`src/rtl/mips_control_fsm.sv`:
```
// mips_control_fsm
// Multi-cycle control sequencer for the MIPS datapath. Holds the fetched
// instruction in an internal IR, steps it through IF/ID/EX/MEM/WB and drives
// the ALU control word, register-file/memory/PC strobes and error pulses.
// stage, IR, the memory wait counter and the retired counter are registered;
// every other output is decoded combinationally from them (plus zero and
// mem_ready in the MEM stage).

module mips_control_fsm #(
    parameter int MEM_TIMEOUT = 15,
    parameter int COUNT_WIDTH = 32
) (
    input  logic                   clock,
    input  logic                   reset_n,
    input  logic [31:0]            instr,
    input  logic                   zero,
    input  logic                   mem_ready,
    output logic [2:0]             stage,
    output logic [1:0]             alu_op,
    output logic [5:0]             alu_funct,
    output logic                   ALU_Src,
    output logic                   ir_write,
    output logic                   pc_write,
    output logic [1:0]             pc_src,
    output logic                   mem_read,
    output logic                   mem_write,
    output logic                   reg_write,
    output logic                   reg_dst,
    output logic                   mem_to_reg,
    output logic                   illegal,
    output logic                   mem_fault,
    output logic [COUNT_WIDTH-1:0] retired
);

    // Stage encoding doubles as the visible stage number.
    localparam logic [2:0] ST_IF  = 3'd0;
    localparam logic [2:0] ST_ID  = 3'd1;
    localparam logic [2:0] ST_EX  = 3'd2;
    localparam logic [2:0] ST_MEM = 3'd3;
    localparam logic [2:0] ST_WB  = 3'd4;

    localparam logic [5:0] OP_RTYPE = 6'b000000;
    localparam logic [5:0] OP_ADDI  = 6'b001000;
    localparam logic [5:0] OP_LW    = 6'b100011;
    localparam logic [5:0] OP_SW    = 6'b101011;
    localparam logic [5:0] OP_BEQ   = 6'b000100;
    localparam logic [5:0] OP_BNE   = 6'b000101;
    localparam logic [5:0] OP_J     = 6'b000010;

    localparam logic [5:0] FUNCT_ADD = 6'b100000;

    localparam logic [1:0] ALUOP_RTYPE  = 2'b00;
    localparam logic [1:0] ALUOP_ADD    = 2'b11;
    localparam logic [1:0] ALUOP_BRANCH = 2'b01;

    localparam logic [1:0] PCSRC_SEQ    = 2'b00;
    localparam logic [1:0] PCSRC_BRANCH = 2'b01;
    localparam logic [1:0] PCSRC_JUMP   = 2'b10;

    localparam logic [3:0] WAIT_LIMIT = 4'(MEM_TIMEOUT);
    localparam logic [3:0] WAIT_ONE   = 4'd1;

    localparam logic [COUNT_WIDTH-1:0] CNT_ONE = COUNT_WIDTH'(1);
    localparam logic [COUNT_WIDTH-1:0] CNT_MAX = {COUNT_WIDTH{1'b1}};

    // ALU operation class for an opcode; anything without an ALU role gets R.
    function automatic logic [1:0] alu_op_of(input logic [5:0] op);
        logic [1:0] res;
        case (op)
            OP_ADDI, OP_LW, OP_SW: res = ALUOP_ADD;
            OP_BEQ, OP_BNE:        res = ALUOP_BRANCH;
            default:               res = ALUOP_RTYPE;
        endcase
        return res;
    endfunction

    // True for the seven opcodes this sequencer understands.
    function automatic logic is_legal_op(input logic [5:0] op);
        logic res;
        case (op)
            OP_RTYPE, OP_ADDI, OP_LW, OP_SW,
            OP_BEQ, OP_BNE, OP_J: res = 1'b1;
            default:              res = 1'b0;
        endcase
        return res;
    endfunction

    logic [2:0]             stage_r;
    logic [2:0]             stage_nxt_s;
    logic [31:0]            ir_r;
    logic [3:0]             wait_cnt_r;
    logic [3:0]             wait_nxt_s;
    logic [COUNT_WIDTH-1:0] retired_r;

    logic [5:0] opcode_s;
    logic       is_r_s;
    logic       is_addi_s;
    logic       is_lw_s;
    logic       is_sw_s;
    logic       is_beq_s;
    logic       is_bne_s;
    logic       is_j_s;
    logic       is_legal_s;
    logic       is_mem_s;
    logic       taken_s;
    logic       timeout_s;
    logic       retire_s;
    logic       ir_unused_s;

    assign opcode_s   = ir_r[31:26];
    assign is_r_s     = (opcode_s == OP_RTYPE);
    assign is_addi_s  = (opcode_s == OP_ADDI);
    assign is_lw_s    = (opcode_s == OP_LW);
    assign is_sw_s    = (opcode_s == OP_SW);
    assign is_beq_s   = (opcode_s == OP_BEQ);
    assign is_bne_s   = (opcode_s == OP_BNE);
    assign is_j_s     = (opcode_s == OP_J);
    assign is_legal_s = is_legal_op(opcode_s);
    assign is_mem_s   = is_lw_s | is_sw_s;

    // Register/immediate fields are consumed by the datapath, not here.
    assign ir_unused_s = ^ir_r[25:6];

    assign taken_s   = (is_beq_s & zero) | (is_bne_s & ~zero);
    // A ready arriving in the limit cycle still completes the access.
    assign timeout_s = (wait_cnt_r == WAIT_LIMIT) & ~mem_ready;

    // Next-stage selection for the decoded instruction class.
    always_comb begin
        stage_nxt_s = ST_IF;
        case (stage_r)
            ST_IF: begin
                stage_nxt_s = ST_ID;
            end
            ST_ID: begin
                if (is_j_s || !is_legal_s) begin
                    stage_nxt_s = ST_IF;
                end else begin
                    stage_nxt_s = ST_EX;
                end
            end
            ST_EX: begin
                if (is_r_s || is_addi_s) begin
                    stage_nxt_s = ST_WB;
                end else if (is_mem_s || is_beq_s || is_bne_s) begin
                    stage_nxt_s = ST_MEM;
                end else begin
                    stage_nxt_s = ST_IF;
                end
            end
            ST_MEM: begin
                if (is_mem_s && mem_ready) begin
                    stage_nxt_s = is_lw_s ? ST_WB : ST_IF;
                end else if (is_mem_s && !timeout_s) begin
                    stage_nxt_s = ST_MEM;
                end else begin
                    stage_nxt_s = ST_IF;
                end
            end
            ST_WB: begin
                stage_nxt_s = ST_IF;
            end
            default: begin
                stage_nxt_s = ST_IF;
            end
        endcase
    end

    // Wait counter counts non-ready MEM cycles and clears on any exit.
    always_comb begin
        wait_nxt_s = 4'd0;
        if ((stage_r == ST_MEM) && is_mem_s && !mem_ready && !timeout_s) begin
            wait_nxt_s = wait_cnt_r + WAIT_ONE;
        end else begin
            wait_nxt_s = 4'd0;
        end
    end

    // Last cycle of every legal instruction that was not faulted.
    always_comb begin
        retire_s = 1'b0;
        case (stage_r)
            ST_ID:   retire_s = is_j_s;
            ST_MEM:  retire_s = is_beq_s | is_bne_s | (is_sw_s & mem_ready);
            ST_WB:   retire_s = 1'b1;
            default: retire_s = 1'b0;
        endcase
    end

    // Stage, instruction register and wait counter state.
    always_ff @(posedge clock or negedge reset_n) begin
        if (!reset_n) begin
            stage_r    <= ST_IF;
            ir_r       <= 32'd0;
            wait_cnt_r <= 4'd0;
        end else begin
            stage_r    <= stage_nxt_s;
            wait_cnt_r <= wait_nxt_s;
            if (stage_r == ST_IF) begin
                ir_r <= instr;
            end else begin
                ir_r <= ir_r;
            end
        end
    end

    // Saturating count of retired instructions.
    always_ff @(posedge clock or negedge reset_n) begin
        if (!reset_n) begin
            retired_r <= {COUNT_WIDTH{1'b0}};
        end else if (retire_s && (retired_r != CNT_MAX)) begin
            retired_r <= retired_r + CNT_ONE;
        end else begin
            retired_r <= retired_r;
        end
    end

    // ALU control word, held from IR so the ALU sees it stable in stages 1-4.
    always_comb begin
        alu_op    = alu_op_of(opcode_s);
        ALU_Src   = is_addi_s | is_mem_s;
        alu_funct = FUNCT_ADD;
        if (is_r_s && reset_n) begin
            alu_funct = ir_r[5:0];
        end else begin
            alu_funct = FUNCT_ADD;
        end
    end

    // Per-stage strobes, all forced low while reset is held.
    always_comb begin
        ir_write   = 1'b0;
        pc_write   = 1'b0;
        pc_src     = PCSRC_SEQ;
        mem_read   = 1'b0;
        mem_write  = 1'b0;
        reg_write  = 1'b0;
        reg_dst    = 1'b0;
        mem_to_reg = 1'b0;
        illegal    = 1'b0;
        mem_fault  = 1'b0;
        if (reset_n) begin
            case (stage_r)
                ST_IF: begin
                    ir_write = 1'b1;
                    pc_write = 1'b1;
                    pc_src   = PCSRC_SEQ;
                end
                ST_ID: begin
                    if (is_j_s) begin
                        pc_write = 1'b1;
                        pc_src   = PCSRC_JUMP;
                    end else begin
                        illegal = ~is_legal_s;
                    end
                end
                ST_EX: begin
                    pc_write = 1'b0;
                end
                ST_MEM: begin
                    if ((is_beq_s || is_bne_s) && taken_s) begin
                        pc_write = 1'b1;
                        pc_src   = PCSRC_BRANCH;
                    end else begin
                        pc_write = 1'b0;
                    end
                    mem_read  = is_lw_s & ~timeout_s;
                    mem_write = is_sw_s & ~timeout_s;
                    mem_fault = is_mem_s & timeout_s;
                end
                ST_WB: begin
                    reg_write  = 1'b1;
                    reg_dst    = is_r_s;
                    mem_to_reg = is_lw_s;
                end
                default: begin
                    pc_write = 1'b0;
                end
            endcase
        end else begin
            ir_write = 1'b0;
        end
    end

    assign stage   = stage_r;
    assign retired = retired_r;

endmodule
```
`config.mk`:
```
export PLATFORM = sky130hd
export DESIGN_NAME = mips_control_fsm
export DESIGN_NICKNAME = d
export VERILOG_FILES = /design/src/rtl/mips_control_fsm.sv
export SDC_FILE = /design/constraint.sdc
export NUM_CORES = 1
export LEC_CHECK = 0
export CORE_ASPECT_RATIO = 0.8
export CORE_MARGIN = 2
export CORE_UTILIZATION = 38
export DETAILED_ROUTE_END_ITERATION = 8
export GPL_TIMING_DRIVEN = 0
export MAX_ROUTING_LAYER = met4
export PLACE_DENSITY = 0.69
export REMOVE_ABC_BUFFERS = 1
export SLEW_MARGIN = 20
export SYNTH_ARGS = -nofsm -noshare
export SYNTH_HDL_FRONTEND = slang
export SYNTH_SLANG_ARGS = --single-unit
```
`constraint.sdc`:
```
create_clock -name clock -period 3.79 [get_ports clock]
set_input_delay 0.5685 -clock clock [delete_from_list [all_inputs] [get_ports clock]]
set_output_delay 0.5685 -clock clock [all_outputs]
set_load 0.01 [all_outputs]
```
Word level (Yosys, flattened, before mapping)

Cells that the tools add are included.

Bits of input ports: 36
Word-level logic and storage cells: 92
Flip-flop bits (word level): 71
Output and inout bits: 55

Add/sub/neg operators: 2
Eq/ne operators: 12
Mux-type cells: 37
Reductions and logical operators: 21
Bitwise logic cells: 16

Operators by type and width:

| cell                  | number |
|---|---|
| $add 32x1->32 const B | 1 |
| $ne 32x32->1 const B  | 1 |
| $mux 1                | 22 |
| $eq 6x3->1 const B    | 2 |
| $eq 6x6->1 const B    | 2 |
| $pmux 3 s4            | 1 |
| $mux 2                | 5 |
| $mux 3                | 3 |
| $logic_and 1x1->1     | 8 |
| $pmux 2 s2            | 2 |
| $and 1x1->1           | 7 |
| $reduce_or 7->1       | 1 |
| $eq 3x2->1 const B    | 2 |
| $eq 6x2->1 const B    | 1 |
| $eq 6x4->1 const B    | 1 |
| $logic_not 6->1       | 1 |
| $mux 6                | 1 |
| $pmux 1 s3            | 2 |
| $logic_or 1x1->1      | 5 |
| $or 1x1->1            | 5 |
| $add 4x1->4 const B   | 1 |
| $eq 4x4->1 const B    | 1 |
| $mux 4                | 1 |
| $not 1->1             | 4 |
| other kinds (6)       | 8 |

Logic depth before layout (Yosys ltp)

Depth in word-level cells: 7
Mapped depth: 9
Depth with buffers taken out: 8

Least setup slack after synthesis

OpenSTA, ideal clock, no wires.

Kind: reg2out
Start point: reg stage_r[1], in the netlist stage[1]
End point: out ir_write
Setup slack: 1774 ps
Data arrival time: 1448 ps
Path buffers: 2
Required time: 3222 ps
Cell stages (with the launch flop): 5
Path through: dfrtp_1 -> clkbuf_1 -> nor3_1 -> buf_2 -> and2_1

Word-level cells in the longest chain between the ends: 3

RTL lines:

| element                | RTL line | RTL |
|---|---|---|
| start, declared        | 88       | `logic [2:0] stage_r;` |
| start signal, assigned | 197      | `stage_r <= stage_nxt_s;` |
| $logic_not 3->1        | 243      | `case (stage_r)` |
| $mux 1                 | 243      |  |
| $mux 1                 | 242      | `if (reset_n) begin` |
| end, declared          | 22       | `output logic ir_write,` |

Every way passes these cells.

Final worst setup path

Start point: in reset_n
End point: out mem_write

Word-level cells in the longest chain between the ends: 1

RTL lines:

| element         | RTL line | RTL |
|---|---|---|
| start, declared | 14       | `input logic reset_n,` |
| $mux 1          | 242      |  |
| end, declared   | 26       | `output logic mem_write,` |

Every way passes these cells.

==> impl_metrics.ini <==
[setup_path]
critical_path_class = input pin to output port
critPathCaptureType = output port
crit_path_top_delay_cell = clkdlybuf4s50_1
path_cells = buf_4 > nand3_1 > nor4b_1 > clkdlybuf4s50_1
cp-start-kind = input pin
max_stage_delay_ns = 0.59
arrival_ns = 2.31
path_max_fanout = 58
required_ns = 3.22

[power_and_ir_drop]
clock_power_share_pct = 23.0
internal_power_mw = 1.04
vdd_drop_max_mv = 0.305
switching_share_pct = 31.4
switchingPower_uw = 476
p_leak_nw = 1.41
powerDensity_nw_per_um2 = 439
seq_power_share_pct = 48.3
comb_power_share_pct = 28.7
p_total_mw = 1.52

[cts]
cts_htree_levels = 2
cts_buffers = 5
cts_resized = 0
cts_setup_buffers = 0
cts_hold_buf = 0
path_clk_slew_ns = 0.09
cts_buffer_depth = 2
cts.sinks = 51
tritoncts = yes
root_buffer = clkbuf_8
clock_latency_ns = 0.31

[final_layout]
area_delta_synth_final_pct = 33.9
diodes = 0
post-route-util_pct = 53.5
final_common_cell = clkdlybuf4s50_1
layout_common_cells = clkdlybuf4s50_1, dfrtp_1, xnor2_1
drive_above_1_share_pct = 11.2
fin_nets = 350

[placed_design]
numPortBuffers = 70
globalplace.congestion = 0.847
dp_hpwl_um = 4270
place_ws_ns = 0.835

[flow_run]
cap_violations = 0

[grt]
grt.overflow.total = 0
grt_pass1_wl_um = 9740
antenna_found_initial = 0
grt_usage_pct = 17.4
grt_max_degree = 59
grt_pass1_vias = 1936

[die]
core_area_um2 = 6470
io_pins = 91
rows = 26
die_h_um = 77.8
die_area_um2 = 7490
initial_core_util_pct = 39.9
die_x_um = 96.2

[timing]
skew_ns = 0.00440
rsz0062_at_grt = false
max_freq_mhz = 347
tightest_slew_ns = 1.01
min_period_ns = 2.88
holdWs_ns = 0.291
slew_headroom_pct = 32.8
finalSetupViolations = 0
fin_ws_ns = 0.907
hold_viol = 0
slew_violations = 0
period_share_pct = 76.1

[detailed_routing]
vias = 2045
ant_nets = 0
drcViolationCount = 0
viasPerCell = 5.15
first_iter_violations = 102
wl_per_cell_um = 14.8
drt_first_pass_iters = 4
wirelength_um = 5870

[hold_path]
hp-class = input pin to async pin

[synth]
synth.avg_cell_area_um2 = 10.7
synth_cells = 242
async_flop_share_pct = 100
synth_edf_count = 0
yosysUniqueCellTypes = 43
yosys_most_used_dff = dfrtp_1
ys_warn_count = 0
syn-cell-area_um2 = 2590
ys_seq_area_share_pct = 49.3
ys_ff_latch = 51

[run_status]
status = complete, no violations
## state kept, by name, summed over array words and instances, names as in the netlist
name        count
stage           3
wait_cnt_r      4
retired        32
ir_r           12
## worst paths after layout
path	from	slack (ns)	to	cells after the start
max in group asynchronous	reset_n	3.04	stage[2]	1
worst max register to register	ir_r[29]	1.22	retired[9]	7
worst max-delay path	reset_n	0.91	mem_write	4
worst min-delay path	reset_n	0.29	ir_r[5]	1
worst min register to register	wait_cnt_r[0]	0.47	wait_cnt_r[0]	1
min in group clock	wait_cnt_r[0]	0.47	wait_cnt_r[0]	1
## layer usage
| layer | GRT usage, % | wire length [um] |
|---|---|---|
| met5 | - | 0 |
| met1 | 24.3 | 2800 |
| met2 | 24.4 | 2670 |
| met4 | 7.14 | 101 |
| met3 | 3.88 | 296 |
## synthesized netlist by cell type, types with 2 or more instances
cell type / number / area [um2]
a31oi_1: 2 / 12.5
nor3_2: 2 / 20.0
and2_1: 12 / 75.1
inv_1: 3 / 11.3
nand3b_1: 2 / 15.0
nand4_1: 14 / 87.6
nor4_1: 2 / 12.5
xnor2_1: 27 / 236
mux2_2: 12 / 135
buf_2: 2 / 10.0
nand3_1: 14 / 70.1
nor2b_1: 2 / 12.5
xor2_1: 6 / 52.6
dfrtp_1: 51 / 1280
nor2_1: 16 / 60.1
ha_1: 2 / 25.0
a21oi_1: 6 / 30.0
nand2_1: 19 / 71.3
a31o_2: 2 / 17.5
and3_1: 11 / 68.8
clkbuf_1: 4 / 15.0
nor3b_1: 2 / 15.0
nor3_1: 9 / 45.0
## power by group through the flow
stage	Combinational (mW)	Clock (mW)	Sequential, mW
after floorplan	0.267	0	0.722
after global placement	0.424	0	0.735
after detailed placement	0.438	0	0.743
after CTS	0.440	0.361	0.732
after global routing	0.478	0.378	0.751
final	0.435	0.350	0.734
## layout make-up
cell class | instances | area [um2]
timing repair buffer | 71 | 706
sequential | 51 | 1280
clock buffer | 7 | 96.3
inverter | 3 | 11.3
fill | 594 | 3010
clock inverter | 1 | 7.51
tap | 84 | 105
multi-input combinational | 180 | 1260
## critical path, delay by kind of cell
kind                   cells  cell delay [ns]
buffers and inverters      2             1.12
AND/OR/NAND/NOR            2             0.60
## logic make-up after synthesis
kind of cell    synth area share, %
simple gates                   26.2
flops                          49.3
xor+xnor                       11.2
compound gates                 4.02
mux                            6.19
buf+inv                        2.13
fa+ha+maj                     0.967
## stage by stage
step / TNS [ns] / std cells / cell area [um2]
CTS: 0 / 397 / 3460
floorplan: 0 / 234 / 2540
global route: 0 / 397 / 3460
global placement: -13.52 / 388 / 3350
finish: 0 / 397 / 3460
detailed placement: 0 / 389 / 3360
Power figures use the tool's default switching activity.
